### src/rtl/mem_access_stage.sv
// Memory-access pipeline stage: in-order store buffer that drains one entry per cycle,
// loads read memory combinationally and forward from the youngest matching buffered store.
module mem_access_stage #(
   parameter int SB_DEPTH = 4
) (
   input  logic       clk,
   input  logic       rst_n,
   input  logic       req_valid,
   output logic       req_ready,
   input  logic       req_is_store,
   input  logic [7:0] req_base,
   input  logic [7:0] req_offset,
   input  logic [7:0] req_wdata,
   output logic       wb_valid,
   input  logic       wb_ready,
   output logic [7:0] wb_data,
   output logic [7:0] read_addr,
   input  logic [7:0] read_data,
   output logic [7:0] write_addr,
   output logic [7:0] write_data,
   output logic       mem_write,
   output logic       sb_empty
);

   localparam int DATA_W = 8;
   localparam int PW     = $clog2(SB_DEPTH);

   logic [DATA_W-1:0] r_sb_addr [SB_DEPTH];
   logic [DATA_W-1:0] r_sb_data [SB_DEPTH];
   logic [PW-1:0]     r_head;
   logic [PW-1:0]     r_tail;
   logic [PW:0]       r_count;
   logic              r_wb_valid;
   logic [DATA_W-1:0] r_wb_data;
   logic [DATA_W-1:0] r_raddr;
   logic [DATA_W-1:0] r_waddr;
   logic [DATA_W-1:0] r_wdata;

   logic [DATA_W-1:0] w_ea;
   logic              w_full;
   logic              w_ready;
   logic              w_st_acc;
   logic              w_ld_acc;
   logic              w_pop;
   logic              w_fwd_hit;
   logic [DATA_W-1:0] w_fwd_data;
   logic [PW-1:0]     w_fwd_idx;
   logic [DATA_W-1:0] w_ld_data;

   assign w_ea     = req_base + req_offset;
   assign w_full   = (r_count == (PW+1)'(SB_DEPTH));
   assign w_ready  = !w_full && (!r_wb_valid || wb_ready);
   assign w_st_acc = req_valid && w_ready && req_is_store;
   assign w_ld_acc = req_valid && w_ready && !req_is_store;
   assign w_pop    = (r_count != '0);

   // Scan oldest to youngest so the last match wins; the draining head is still a candidate.
   always_comb begin
      w_fwd_hit  = 1'b0;
      w_fwd_data = '0;
      w_fwd_idx  = '0;
      for (int i = 0; i < SB_DEPTH; i++) begin
         w_fwd_idx = r_head + PW'(i);
         if (((PW+1)'(i) < r_count) && (r_sb_addr[w_fwd_idx] == w_ea)) begin
            w_fwd_hit  = 1'b1;
            w_fwd_data = r_sb_data[w_fwd_idx];
         end
      end
   end

   assign w_ld_data = w_fwd_hit ? w_fwd_data : read_data;

   assign req_ready  = w_ready;
   assign wb_valid   = r_wb_valid;
   assign wb_data    = r_wb_data;
   assign read_addr  = (rst_n && w_ld_acc) ? w_ea : r_raddr;
   assign mem_write  = w_pop;
   assign write_addr = w_pop ? r_sb_addr[r_head] : r_waddr;
   assign write_data = w_pop ? r_sb_data[r_head] : r_wdata;
   assign sb_empty   = (r_count == '0);

   always_ff @(posedge clk) begin
      if (w_st_acc) begin
         r_sb_addr[r_tail] <= w_ea;
         r_sb_data[r_tail] <= req_wdata;
      end
   end

   always_ff @(posedge clk or negedge rst_n) begin
      if (!rst_n) begin
         r_head     <= '0;
         r_tail     <= '0;
         r_count    <= '0;
         r_wb_valid <= 1'b0;
         r_wb_data  <= '0;
         r_raddr    <= '0;
         r_waddr    <= '0;
         r_wdata    <= '0;
      end else begin
         if (w_st_acc) begin
            r_tail <= r_tail + 1'b1;
         end
         if (w_pop) begin
            r_head  <= r_head + 1'b1;
            r_waddr <= r_sb_addr[r_head];
            r_wdata <= r_sb_data[r_head];
         end
         case ({w_st_acc, w_pop})
            2'b10:   r_count <= r_count + 1'b1;
            2'b01:   r_count <= r_count - 1'b1;
            default: r_count <= r_count;
         endcase
         if (w_ld_acc) begin
            r_wb_valid <= 1'b1;
            r_wb_data  <= w_ld_data;
            r_raddr    <= w_ea;
         end else if (wb_ready) begin
            r_wb_valid <= 1'b0;
         end
      end
   end

endmodule

### config.mk
export PLATFORM = sky130hd
export DESIGN_NAME = mem_access_stage
export DESIGN_NICKNAME = d
export VERILOG_FILES = /design/src/rtl/mem_access_stage.sv
export SDC_FILE = /design/constraint.sdc
export NUM_CORES = 1
export LEC_CHECK = 0
export CORE_ASPECT_RATIO = 2
export CORE_UTILIZATION = 51
export DETAILED_ROUTE_END_ITERATION = 10
export GPL_TIMING_DRIVEN = 0
export MAX_ROUTING_LAYER = met4
export PLACE_DENSITY_LB_ADDON = 0.15
export RECOVER_POWER = 50
export SYNTH_ARGS = -nofsm -noshare
export SYNTH_HDL_FRONTEND = slang
export SYNTH_SLANG_ARGS = --single-unit
export TNS_END_PERCENT = 20
### constraint.sdc
create_clock -name clk -period 2.9 [get_ports clk]
set_input_delay 0.58 -clock clk [delete_from_list [all_inputs] [get_ports clk]]
set_output_delay 0.58 -clock clk [all_outputs]
set_load 0.02 [all_outputs]
After elaboration in Yosys (flattened, before gate mapping)
Memory sizes are Yosys's and may differ from the RTL's.
Cells that the tools add are included.
{ "word_totals": {"reg_bits": 40, "ramBits": 64, "inputBits": 37, "mem_count": 2} }
{ "mem_list": {"columns": ["name", "depth", "width", "rd", "rd_ports_with_merged_regs", "write_ports", "line", "text"], "rows": [
  ["r_sb_addr", 4, 8, 4, 0, 1, "28", "logic [DATA_W-1:0] r_sb_addr [SB_DEPTH];"],
  ["r_sb_data", 4, 8, 4, 0, 1, "29", "logic [DATA_W-1:0] r_sb_data [SB_DEPTH];"]
]} }
{ "op_classes": {"addsub": 7, "order_cmp": 4, "n_eq_ne": 7, "mux": 17, "reduce_logical": 17} }
{ "ops": {"columns": ["op", "n"], "rows": [
  ["2-to-1 mux 8 bit", 8],
  ["== test 8 bit", 4],
  ["logical AND 1 bit", 9],
  ["adder 8 bit", 1],
  ["2-to-1 mux 1 bit", 8],
  ["< comparator 1 x 3 -> 1 bit, first input constant", 2],
  ["< comparator 2 x 3 -> 1 bit, first input constant", 2],
  ["case mux 3 bit (2 select lines)", 1],
  ["adder 2 x 1 -> 2 bit, second input constant", 2],
  ["adder 2 bit, second input constant", 2],
  ["nonzero test 2 bit", 2],
  ["adder 3 x 1 -> 3 bit, second input constant", 1],
  ["== test 3 bit, second input constant", 1],
  ["logical NOT 1 bit", 3],
  ["logical NOT 3 bit", 1],
  ["nonzero test 3 bit", 1],
  ["subtractor 3 x 1 -> 3 bit, second input constant", 1],
  ["== test 2 x 1 -> 1 bit, second input constant", 1],
  ["== test 2 bit, second input constant", 1],
  ["logical OR 1 bit", 1]
]} }

Logic depth before layout (Yosys ltp)
Gate-level depths: netlist of run 1.
{ "logic_depth": {"ltp_word": 8, "depth_mapped": 14, "mapped_depth_nobuf": 12} }

Worst setup path before layout of run 1
Ideal clock, no wire load.
{ "synth_timing": {"path_type": "input-to-reg", "start": "input port req_base[0]", "end": "register r_wb_data[6] (netlist: wb_data[6])", "setup_ps": 77, "t_arrival_ps": 3655, "t_required_ps": 2823, "slack_ps": -832, "stages": 14, "cell_sequence": "ha_1 > inv_1 > fa_1 > xnor2_1 > xnor2_1 > o2111ai_1 > or3_1 > or4_1 > buf_2 > buf_6 > o21ai_4 > o221ai_1 > a221o_1 > a21oi_1"} }
{ "synth_via": {"elab_chain_len": 8, "word_cells_on_any_way": 18, "cone_classes": "add/sub (1); eq/ne (4); mux (9); reduce/logical (4)"} }
{ "synth_lines": {"columns": ["element", "line", "text"], "rows": [
  ["start: declaration", "11", "input logic [7:0] req_base,"],
  ["adder 8 bit (*)", "50", "assign w_ea = req_base + req_offset;"],
  ["via w_ea[2]", "39", "logic [DATA_W-1:0] w_ea;"],
  ["== test 8 bit", "64", "if (((PW+1)'(i) < r_count) && (r_sb_addr[w_fwd_idx] == w_ea)) begin"],
  ["logical AND 1 bit", "64", null],
  ["2-to-1 mux 8 bit or 2-to-1 mux 1 bit (tied branches) (4 in series)", "64", null],
  ["2-to-1 mux 8 bit (*)", "71", "assign w_ld_data = w_fwd_hit ? w_fwd_data : read_data;"],
  ["end signal: assignment", "115", "r_wb_data <= w_ld_data;"],
  ["end: declaration", "34", "logic [DATA_W-1:0] r_wb_data;"]
]} }
Mark *: on every way through the listed nets, which the timed path passes. The rest lies on a longest branch.
A chain may end at the register's enable or synchronous reset.

Worst setup path after layout of run 1
{ "layout_timing": {"start": "register r_head[0]", "end": "register r_wb_data[3] (netlist: wb_data[3])"} }
{ "layout_via": {"elab_chain_len": 8, "word_cells_on_any_way": 22, "cone_classes": "add/sub (3); eq/ne (4); mux (9); reduce/logical (4); memory (2)"} }
{ "layout_lines": {"columns": ["element", "line", "text"], "rows": [
  ["start: declaration", "30", "logic [PW-1:0] r_head;"],
  ["start signal: assignment", "104", "r_head <= r_head + 1'b1;"],
  ["adder 2 x 1 -> 2 bit or memory read (4 x 8 bit) (tied branches)", null, null],
  ["memory read (4 x 8 bit) or == test 8 bit (tied branches)", null, null],
  ["== test 8 bit or logical AND 1 bit (tied branches)", "64", null],
  ["logical AND 1 bit (tied with other cells)", "64", null],
  ["2-to-1 mux 8 bit or 2-to-1 mux 1 bit (tied branches) (3 in series)", "64", null],
  ["2-to-1 mux 8 bit (*)", "71", null]
]} }
Every way passes the cells marked *; elsewhere a longest branch is shown, timed or not.

==> results, run 1 <==
- The final layout contains routed wiring with a total length of 19.1 mm.
- The x dimension of the die is 80.7 µm.
- The largest total area in the synthesized netlist belongs to sky130_fd_sc_hd__edfxtp_1.
- The smallest clock period supported by the final layout is computed as 3330 ps.
- The achievable clock frequency is 300 MHz.
- The later pin in the worst-skew pair is clocked with a latency of 350 ps.
- In this run the power density over the cells is 1020 mW/mm².
- In this run the standard cell core region covers 0.0121 mm².
- Compared with the post-synthesis result, the final layout area differs by 38.1%.
- The initial utilization of the core area, before any placement, comes to 52.1%.
- At the end of the flow the core is filled with cells to 72.0%.
- The startpoint kind of the worst setup timing path is a flip-flop.
- The floorplan step set the die height to 159 µm.
- The share of total power consumed by net switching is 41.1%.
- The final setup skew is 14.9 ps.
- The reported leakage power is 3.56 nW.
- The number of buffers inserted during clock tree synthesis is 9.
- The number of maximum-capacitance constraint violations is 0.
- The HPWL after detailed placement is 13.2 mm.
- Combinational logic burns 61.5% of the power.
- For this run, design rule violations remaining after detail routing come to 0.
- In this run the tool buffered the top-level ports with 72 buffer cells.
- The proportion of synthesized chip area in sequential cells is 46.3%.
- The worst reg2reg path endpoint is wb_data[3].
- Entering global routing, the biggest net connects 30 pins.
- The area share of the largest cell type after synthesis is 30.4%.
- The buffer cell driving the clock tree root is sky130_fd_sc_hd__clkbuf_16.
- Sorting the synthesized cells by how often they occur yields sky130_fd_sc_hd__nand2_1, sky130_fd_sc_hd__edfxtp_1, sky130_fd_sc_hd__dfrtp_1.
- The full die area is 0.0129 mm².
- The residual antenna-violating net count after detailed routing is 0.
- The sort of element at the end of the critical path is a flip-flop.
- The share of synthesized registers carrying an async set or reset is 38.5%.
- In the routed layout, each cell is associated on average with a via count of 6.19.
- The slew at the pin closest to its max-slew limit is 909 ps.
- The first-pass GRT wire length is 28.2 mm.
- The beginning of the worst register-to-register path is r_head[0].
- The total number of placement rows is 57.
- The number of antenna violations at the first check in global routing came to 1.
- The overall power of the completed layout is 0.00888 W.
- The global-route congestion overflow total is 0.
- The share of cells above drive strength 1 is 38.4%.
- The via count of the first global-routing pass is 5462.
- The clock net in this run drives a total of 104 sinks.
- The count of endpoints failing hold in the final timing report was 0.
- The number of nets in the synthesized netlist is 594.
- For the worst setup path, the data arrival time is 3590 ps.
- Leaving out filler cells and counting taps, the final layout contains 839.
- 73 I/O pins were placed.
- The mean routed wirelength per cell is 22.8 µm.
- The critical path class is reg -> reg.
- The post-synthesis register bit count is 104.
- Yosys mapped a number of flops with a built-in enable equal to 64.
- The count of cell types in the netlist is 55.
- The count of pins over their slew limit was 0.
- VDD sags by at most 0.607 mV.
- Yosys attributes the largest share of cell area to sky130_fd_sc_hd__edfxtp_1, sky130_fd_sc_hd__dfrtp_1, sky130_fd_sc_hd__mux4_2, sky130_fd_sc_hd__nand2_1, sky130_fd_sc_hd__mux2i_1.
- Per report_power, the sequential group accounts for 24.8% of the total.
- The main flop type after synthesis is sky130_fd_sc_hd__edfxtp_1.
- The mapped netlist covers 0.00632 mm².
- The checks that failed: negative setup slack.
- In this run the number of H-tree levels came out at 3.
- The most common cell in the synthesized netlist is sky130_fd_sc_hd__nand2_1.
- The maximum net fanout on the critical path is 8.
- The clock network is responsible for 13.6% of the overall power.
- Counting cells, the worst reg-to-reg path comes to 12.
- The aggregate global-route resource usage is 31.4%.
- The TritonCTS clock tree is done.
- The via count is 5193.
- The cell count after placement is 764.
- The maximum clock insertion buffer count is 2.
- For this design the total switching power over the nets is 0.00365 W.
- For this run, the number of Yosys warnings is 0.
- The DRC violation total after the first TritonRoute iteration is 401.
- Adding up every negative setup slack in the final design gives -4670 ps.
- The count of endpoints failing setup in the final report is 19.
- After clock tree synthesis, the clock-pin slew on the worst setup and hold paths is 80 ps.
- Setup repair after global routing could not meet its margin everywhere.
- The quantity of hold-fixing buffers added after cts is 0.
- The internal power of the cells is 0.00523 W.
- The register-to-register path setup slack is -430 ps.
- Measured against its own limit, the worst slew margin works out to 39.4%.
- The number of instances in the synthesized netlist is 540.
- The routability congestion estimate from global placement is 0.932.
- The class of the tightest hold or removal check is in -> async.
- The number of nets in the layout is 740.
- The post-route fraction of the period consumed by the critical path is 115%.
- The worst-case setup margin in the final layout is -434 ps.
- The post-synthesis area per instance is 11.7 µm².
- The flow ran to the end, but the final reports show violations.
- The data required time at the worst endpoint is 3160 ps.
- For this run, the detailed router's first-pass iteration total came to 5.
[critical path, stage by stage, from the launching register on]
cell                       delay [ps]
sky130_fd_sc_hd__dfrtp_2          450
sky130_fd_sc_hd__buf_12           150
sky130_fd_sc_hd__buf_12           120
sky130_fd_sc_hd__buf_4            130
sky130_fd_sc_hd__mux4_2           540
sky130_fd_sc_hd__xnor2_1          180
sky130_fd_sc_hd__or4_1            440
sky130_fd_sc_hd__nor3_2           230
sky130_fd_sc_hd__nand4_1          200
sky130_fd_sc_hd__o211ai_4         140
sky130_fd_sc_hd__nand2_4          120
sky130_fd_sc_hd__a311o_1          360
sky130_fd_sc_hd__a31oi_1          190
[how the worst max path moves through the flow]
stage / from / to / slack [ps] / cells after the start
final: r_head[0] / wb_data[3] / -430 / 12
after global routing: req_base[1] / wb_data[1] / -610 / 13
after CTS: r_head[0] / wb_data[1] / -390 / 9
after detailed placement: req_base[0] / wb_data[1] / -1710 / 13
after global placement: rst_n / read_addr[6] / -1720 / 5
after floorplan: req_base[0] / wb_data[6] / -520 / 14
[routing by layer]
layer	up-vias	part of all wire, %	track usage, %
met5	-	0	-
met4	0	9.4	25.6
met3	118	4.1	4.13
met2	260	56	56.9
met1	2521	31	27.1
li1	2294	-	-
[cell usage in the layout, fill, tap and decap left out, drive strengths merged, types with 26 or more instances in the layout]
master	count
nor2	39
dfrtp	40
nand2	88
o21ai	27
a21oi	26
clkbuf	28
edfxtp	64
mux2i	29
mux4	30
buf	104
[area by class of cell]
class / count / area (µm²)
clock inverter: 4 / 30.0
clock buffer: 12 / 268
sequential: 104 / 2930
fill: 813 / 3400
multi-input combinational: 386 / 3670
antenna: 1 / 2.50
inverter: 20 / 78.8
tap: 147 / 184
buffer: 27 / 307
timing repair buffer: 138 / 1250
[cells by family (layout without fill, tap and decap cells)]
group,Yosys count,count (layout),share of synthesized area [%]
compound gates,92,92,9.70
xor+xnor,41,41,7.23
fa+ha+maj,17,17,3.49
buf+inv,50,201,3.54
flops,104,104,46.3
mux,77,77,19.0
other cells,0,1,0
simple gates,159,159,10.8
[power groups by stage]
stage          sequential [W]  clock (W)  combinational (W)
2_1_floorplan         0.00222          0            0.00283
3_3_place_gp          0.00221          0            0.00425
3_5_place_dp          0.00223          0            0.00436
4_1_cts               0.00220    0.00123            0.00533
5_1_grt               0.00224    0.00127            0.00576
6_report              0.00221    0.00121            0.00546
[registers in the layout (all words and copies together), names as in the netlist]
register   flops
r_sb_data     32
r_head         2
wb_valid       1
r_sb_addr     32
r_waddr        8
r_tail         2
wb_data        8
r_wdata        8
r_raddr        8
r_count        3
[timing repair]
action | 4_1_cts | 5_1_grt
pin swaps | 44 | 21
cloned | 2 | 0
hold endpoints to repair | 0 | 0
buffers inserted | 47 | 12
endpoints found under the setup margin | 43 | 34
resized for setup | 271 | 41
[stage by stage]
stage	cell area (µm²)	setup slack (ps)	hold slack (ps)
after CTS	8620	-395	143
after global routing	8730	-614	399
final	8730	-434	330
after detailed placement	7380	-1710	457
after floorplan	6390	-516	284
after global placement	7290	-1720	447
(Power assumes the default switching activity.)
==> inputs of run 2 (changes only) <==
--- a/config.mk
+++ b/config.mk
@@ -6,11 +6,12 @@
 export NUM_CORES = 1
 export LEC_CHECK = 0
 export CORE_ASPECT_RATIO = 2
+export CORE_MARGIN = 2
 export CORE_UTILIZATION = 51
 export DETAILED_ROUTE_END_ITERATION = 10
 export GPL_TIMING_DRIVEN = 0
 export MAX_ROUTING_LAYER = met4
-export PLACE_DENSITY_LB_ADDON = 0.15
+export PLACE_DENSITY = 0.86
 export RECOVER_POWER = 50
 export SYNTH_ARGS = -nofsm -noshare
 export SYNTH_HDL_FRONTEND = slang
==> run 2 against run 1 <==
Against the previous run:
- critical endpoint is now wb_data[5]
- critical path depth shrank 1
- via count grew 1.2%
- combinational power shrank 5.3%
- largest power group unchanged
- the flow still finishes with violations (negative setup slack)
- worst hold slack lost 290 ps
- register-to-register slack lost 70 ps
- critical path type unchanged
==> results, run 2 (synthesized netlist as in run 1, its figures left out) <==
- The critical path runs through a total of 11 cells.
- The die extent in y is 161 µm.
- The startpoint identified for the worst register-to-register timing path is r_head[0].
- Between clock sinks in the finished design, the worst skew comes to 7.82 ps.
- The number of buffers inserted during clock tree synthesis is 9.
- The routability congestion estimate from global placement is 0.901.
- The minimum clock period is 3400 ps.
- On the critical path the largest part of the delay comes from simple AND/OR/NAND/NOR gates.
- In the final timing run, aggregate negative setup slack is -4340 ps.
- From synthesis to final layout, the design area changed by 33.8%.
- Once detail routing completed, the nets flagged for antenna violations numbered 0.
- The aggregate global-route resource usage is 28.5%.
- Static timing analysis puts the maximum clock frequency at 294 MHz.
- The count of pins over their slew limit is 0.
- The sort of element at the end of the critical path is a flip-flop.
- The post-route netlist has 36.4% of its cells at a drive strength greater than 1.
- STA puts the critical path data arrival time at 3610 ps.
- The global-route congestion overflow total is 0.
- The checks that failed: negative setup slack.
- The largest incremental delay on the critical path is 590 ps.
- The multi-input gate area in the final layout is 0.00367 mm².
- The wire-length estimate of the detail-placed layout is 11.7 mm.
- The worst-case setup margin in the final layout is -499 ps.
- The via count is 5253.
- The maximum clock insertion buffer count is 2.
- The slowest cell on the critical path is sky130_fd_sc_hd__or4_4.
- The mean number of vias per cell is 6.47.
- The number of maximum-capacitance constraint violations is 0.
- The register-to-register path setup slack is -500 ps.
- The post-route fraction of the period consumed by the critical path is 117%.
- The worst register-to-register path ends at wb_data[5].
- The critical path class is reg -> reg.
- The final layout contains routed wiring with a total length of 19.4 mm.
- The design draws 0.00866 W.
- 73 I/O pins were placed.
- The area taken by flip-flops and latches is 0.00293 mm².
- The count of endpoints failing hold in the final timing report is 0.
- The power per cell area is 1020 mW/mm².
- In the layout the commonest cells are sky130_fd_sc_hd__nand2_1, sky130_fd_sc_hd__edfxtp_1, sky130_fd_sc_hd__buf_4.
- Entering global routing, the biggest net connects 40 pins.
- The starting density of the core is 52.1%.
- The class of the tightest hold or removal check is in -> async.
- The critical path contains buffers and inverters numbering 2 combined.
- For the worst flop-to-flop path, the logic depth is 11.
- The buffer cell driving the clock tree root is sky130_fd_sc_hd__clkbuf_16.
- VDD sags by at most 0.863 mV.
- After the first detailed-routing iteration, the DRC count stood at 692.
- The quantity of hold-fixing buffers added after cts is 0.
- Setup violations remaining at the end of the flow were counted as 20.
- The largest registers in the layout are r_sb_addr: 32 flops, r_sb_data: 32 flops.
- The first global-routing pass estimated 27.4 mm of wire.
- Walking the worst path, the cells encountered are buf_12 > mux4_2 > xnor2_2 > o2111ai_2 > or3_4 > or4_4 > buf_8 > nor2_1 > mux2_2 > a311o_1 > a31oi_1.
- The number of antenna cells inserted is 0.
- The floorplan has 57 rows.
- The relative slew slack is 38.8%.
- The number of nets in the layout is 714.
- STA puts the critical path data required time at 3110 ps.
- TritonCTS built the clock tree.
- STA classifies the critical path startpoint as a flip-flop.
- The flow ran to the end, but the final reports show violations.
- The mean routed wirelength per cell is 23.8 µm.
- The via count of the first global-routing pass came to 5405.
- After detailed routing, the number of remaining DRC violations is 0.
- The most common library cell in the layout ignoring fill and taps is sky130_fd_sc_hd__nand2_1.
- The reported leakage power is 3.37 nW.
- The clock latency reported for the late side of the worst-skew pair is 360 ps.
- Port buffering added 72 buffers.
- The number of detailed-route iterations in the first pass is 6.
- The die covers 0.0133 mm².
- For the pin with the worst max-slew slack, the measured transition is 917 ps.
- CTS saw 104 sinks.
- Timing analysis after detailed placement gives a worst setup slack of -1500 ps.
- The maximum net fanout on the critical path is 8.
- The count of filler cells inserted in the layout is 733.
- The placeable core region is 0.0121 mm².
- The number of antenna violations at the first check in global routing was 0.
- The H-tree was split into 3 levels.
- After clock tree synthesis, the clock-pin slew on the worst setup and hold paths is 70 ps.
- On the final layout, the worst hold slack is 39.6 ps.
- Setup repair after global routing could not meet its margin everywhere.
- The x dimension of the die is 82.7 µm.
run 2: changes by cell type in the layout (fill, tap and decap cells not counted), moves of 4 or more:
cell / before / now
sky130_fd_sc_hd__buf_4: 56 / 41
sky130_fd_sc_hd__clkbuf_2: 6 / 14
sky130_fd_sc_hd__o21ai_2: 10 / 3
sky130_fd_sc_hd__buf_2: 14 / 9
sky130_fd_sc_hd__nand2_2: 9 / 4
sky130_fd_sc_hd__o21ai_1: 3 / 8
sky130_fd_sc_hd__buf_8: 8 / 4
sky130_fd_sc_hd__mux4_1: 7 / 3
sky130_fd_sc_hd__mux4_2: 23 / 27
sky130_fd_sc_hd__nand2_1: 78 / 82
run 2: what timing repair did:
action | 4_1_cts | 5_1_grt
setup buffers | 31 | 6
pin swaps | 41 | 24
resized for setup | 252 | 60
setup endpoints to repair | 89 | 33
gates cloned | 1 | 0
run 2: worst reg2reg max path, delay by kind of cell (launching register included):
| kind | cells | cell delay (ps) |
|---|---|---|
| multiplexers | 2 | 740 |
| AO/OA/AOI/OAI | 3 | 430 |
| buffers and inverters | 2 | 330 |
| flip-flops | 1 | 430 |
| AND/OR/NAND/NOR | 3 | 1130 |
| XOR/XNOR | 1 | 190 |
run 2: layout make-up:
class                   count  area share [%]
plain buffers              27            3.73
clock buffers               9            2.66
clock inverters             7            1.05
inverters                  20           0.947
multi-input cells         386            43.4
flip-flops and latches    104            34.6
well taps                 147            2.18
repair buffers            112            11.4
run 2: how the worst max path moves through the flow:
stage | from | endpoint | slack (ps)
global placement | rst_n | read_addr[3] | -1560
CTS | r_head[0] | wb_data[6] | -300
detailed placement | req_base[0] | wb_data[5] | -1500
finish | r_head[0] | wb_data[5] | -500
floorplan | req_base[0] | wb_data[6] | -520
global route | req_offset[3] | wb_data[5] | -550
run 2: power breakdown:
| group | switching, W | internal [W] |
|---|---|---|
| combinational | 0.00281 | 0.00235 |
| sequential | 0.000241 | 0.00198 |
| clock | 0.000579 | 0.000689 |
| total | 0.00363 | 0.00503 |
run 2: per-layer routing:
metal  vias up  global-route usage, %  share of wire (%)
li1       2231                      -                  -
met1      2545                   29.9                 33
met2       393                   46.7                 52
met3        84                   5.20                8.1
met4         0                   19.6                6.1
met5         -                      -                  0
run 2: through the flow:
step | cell area (µm²) | instances | utilization, %
global placement | 7290 | 759 | 60.1
detailed placement | 7310 | 761 | 60.3
floorplan | 6390 | 540 | -
global route | 8460 | 812 | 69.7
finish | 8460 | 812 | 69.7
CTS | 8300 | 806 | 68.4
==> inputs of run 3 (changes only) <==
--- a/config.mk
+++ b/config.mk
@@ -5,6 +5,7 @@
 export SDC_FILE = /design/constraint.sdc
 export NUM_CORES = 1
 export LEC_CHECK = 0
+export ABC_AREA = 0
 export CORE_ASPECT_RATIO = 2
 export CORE_MARGIN = 2
 export CORE_UTILIZATION = 51
==> constraint.sdc (replaced) <==
create_clock -name clk -period 2.9 [get_ports clk]
set_input_delay 0.58 -clock clk [delete_from_list [all_inputs] [get_ports clk]]
set_output_delay 0.58 -clock clk [all_outputs]
set_load 0.1 [all_outputs]
==> run 3 against run 2 <==
Against the previous run:
- the run still ends with negative setup slack left
- routed wire length up 19%
- largest cell class unchanged
- fmax down 1.3%
- register-to-register slack about the same
- sequential share of layout area down 2.7 points
- clock skew up 2.4 ps
- global-route usage up 3.3 points
- die area unchanged
- final cell count up 3.9%
- highest routed layer unchanged
- flip-flop and latch count unchanged
- core utilization up 6.1 points
- critical path depth up 4
==> results, run 3 (synthesized netlist as in run 1, its figures left out) <==
- The flow ran to the end, but the final reports show violations.
- The final reports fail on negative setup slack.
- Setup repair after global routing could not meet its margin everywhere.
- The number of levels the H-tree was split into is 3.
- The full die area is 0.0133 mm².
- The timing startpoint of the critical path is req_offset[0].
- The class of the tightest hold or removal check is in -> async.
- The clock net sink count is 104.
- The tool flagged a number of max-cap violations equal to 0.
- The global-route congestion overflow total is 0.
- Buffers placed on the I/O ports in this run total 72.
- At the pin with the least slew margin, the transition time is 1010 ps.
- For this configuration, the core starts out at a cell density of 52.1%.
- Hold repair after CTS inserted 0 buffers.
- The first-pass GRT wire length is 30.2 mm.
- Measured against its own limit, the worst slew margin works out to 32.2%.
- Setup violations remaining at the end of the flow were counted as 27.
- The via count is 5695.
- From bottom edge to top edge, the die measures 161 µm.
- The count of pins over their slew limit is 0.
- The mean routed wirelength per cell is 27.3 µm.
- The area growth from synthesis to layout is 45.5%.
- Of the available clock period, the critical path in the final layout requires 119%.
- TritonCTS created 9 clock buffers.
- The buffer cell driving the clock tree root is sky130_fd_sc_hd__clkbuf_16.
- The data required time at the worst endpoint is 3180 ps.
- The achievable clock frequency is 290 MHz.
- The final routed wirelength across all metal layers is 23.1 mm.
- The via count of the first global-routing pass is 5718.
- The count of nets left with antenna violations once routing finished came out at 0.
- 0 antenna diodes ended up in the layout.
- The data arrival at the endpoint of the critical path is 3730 ps.
- The critical path class is in -> reg.
- The number of antenna violations at the first check in global routing is 0.
- The share of cells above drive strength 1 is 43.8%.
- Leaving out fill and tap cells, the most frequent cell in the layout is sky130_fd_sc_hd__nand2_1.
- At the end of the flow the core is filled with cells to 75.8%.
- The beginning of the worst register-to-register path is r_head[0].
- The maximum net fanout on the critical path is 8.
- The routed design could run at a clock period as short as 3440 ps.
- The die is 82.7 µm wide.
- The largest registers in the layout are r_sb_addr: 32 flops, r_sb_data: 32 flops.
- On the final layout, the worst clock skew is 10.2 ps.
- The aggregate global-route resource usage is 31.8%.
- The mean number of vias per cell is 6.75.
- The number of detailed-route iterations in the first pass is 5.
- The residual DRC count is 0.
- The count of endpoints failing hold in the final timing report is 0.
- The maximum clock insertion buffer count is 2.
- The number of nets in the layout is 746.
- Pin placement for this block handled 73 I/O pins.
- TritonCTS built the clock tree.
- After clock tree synthesis, the clock-pin slew on the worst setup and hold paths is 80 ps.
- The total area inside the core boundary comes to 0.0121 mm².
- The worst-case setup margin in the final layout is -543 ps.
- The maximum number of pins on one net before global-route repair is 40.
- The worst-case setup slack after placement is -1550 ps.
- In the layout the commonest cells are sky130_fd_sc_hd__nand2_1, sky130_fd_sc_hd__edfxtp_1, sky130_fd_sc_hd__buf_4.
- For this block, the initial DRC count from the detailed router was 697.
- The clock latency reported for the late side of the worst-skew pair is 360 ps.
- The sort of element at the end of the critical path is a flip-flop.
- STA classifies the critical path startpoint as a primary input.
- Detailed placement finished with a half-perimeter wire length of 11.8 mm.
- The routability congestion estimate from global placement is 0.909.
- The total number of placement rows is 57.
## run 3: cell type report
| type | instances | area, µm² |
|---|---|---|
| fill | 607 | 2930 |
| inverter | 20 | 82.6 |
| multi-input combinational | 386 | 3880 |
| clock inverter | 7 | 86.3 |
| sequential | 104 | 2930 |
| tap | 147 | 184 |
| buffer | 28 | 324 |
| timing repair buffer | 143 | 1480 |
| clock buffer | 9 | 225 |
## run 3: worst paths after layout
kind                              endpoint  slack, ps  cells after the start
worst max-delay path            wb_data[4]       -540                     15
worst min-delay path             r_tail[0]         40                      1
worst max register to register  wb_data[6]       -510                     11
worst min register to register  r_raddr[4]        490                      2
max in group asynchronous        r_head[0]       2330                      2
min in group clk                r_raddr[4]        490                      2
## run 3: worst max-delay path, cell delays in order
cell,delay [ps]
sky130_fd_sc_hd__buf_8,100
sky130_fd_sc_hd__ha_4,150
sky130_fd_sc_hd__buf_4,120
sky130_fd_sc_hd__buf_4,140
sky130_fd_sc_hd__a211o_1,360
sky130_fd_sc_hd__o21ai_4,140
sky130_fd_sc_hd__xor2_2,200
sky130_fd_sc_hd__inv_1,160
sky130_fd_sc_hd__xnor2_1,400
sky130_fd_sc_hd__o2111ai_4,280
sky130_fd_sc_hd__buf_6,200
sky130_fd_sc_hd__o211ai_4,240
sky130_fd_sc_hd__nand2_4,130
sky130_fd_sc_hd__a311o_1,350
sky130_fd_sc_hd__a31oi_1,170
## run 3: repair_timing
action / CTS / global route
resized for setup: 363 / 59
pin swaps: 67 / 29
setup buffers: 51 / 17
gates cloned: 1 / 1
endpoints found under the setup margin: 99 / 35
## run 3: stage by stage
step	setup TNS [ps]	instance area, µm²	hold WS [ps]	instances
floorplan	-9060	6590	284	540
global placement	-59180	7500	449	759
detailed placement	-60690	7510	396	760
CTS	-4210	8850	21.0	826
global route	-9000	9190	66.4	844
finish	-7480	9190	43.0	844
## run 3: metal layers
metal | up-vias | wire, µm | global-route usage, %
met3 | 174 | 2050 | 8.94
met5 | - | 0 | -
li1 | 2282 | - | -
met1 | 2767 | 7410 | 32.3
met4 | 0 | 2170 | 23.6
met2 | 472 | 11400 | 50.3
Power of run 3 is not shown: default switching activity piles up to over one toggle a cycle in this logic, so the estimate is an artifact.
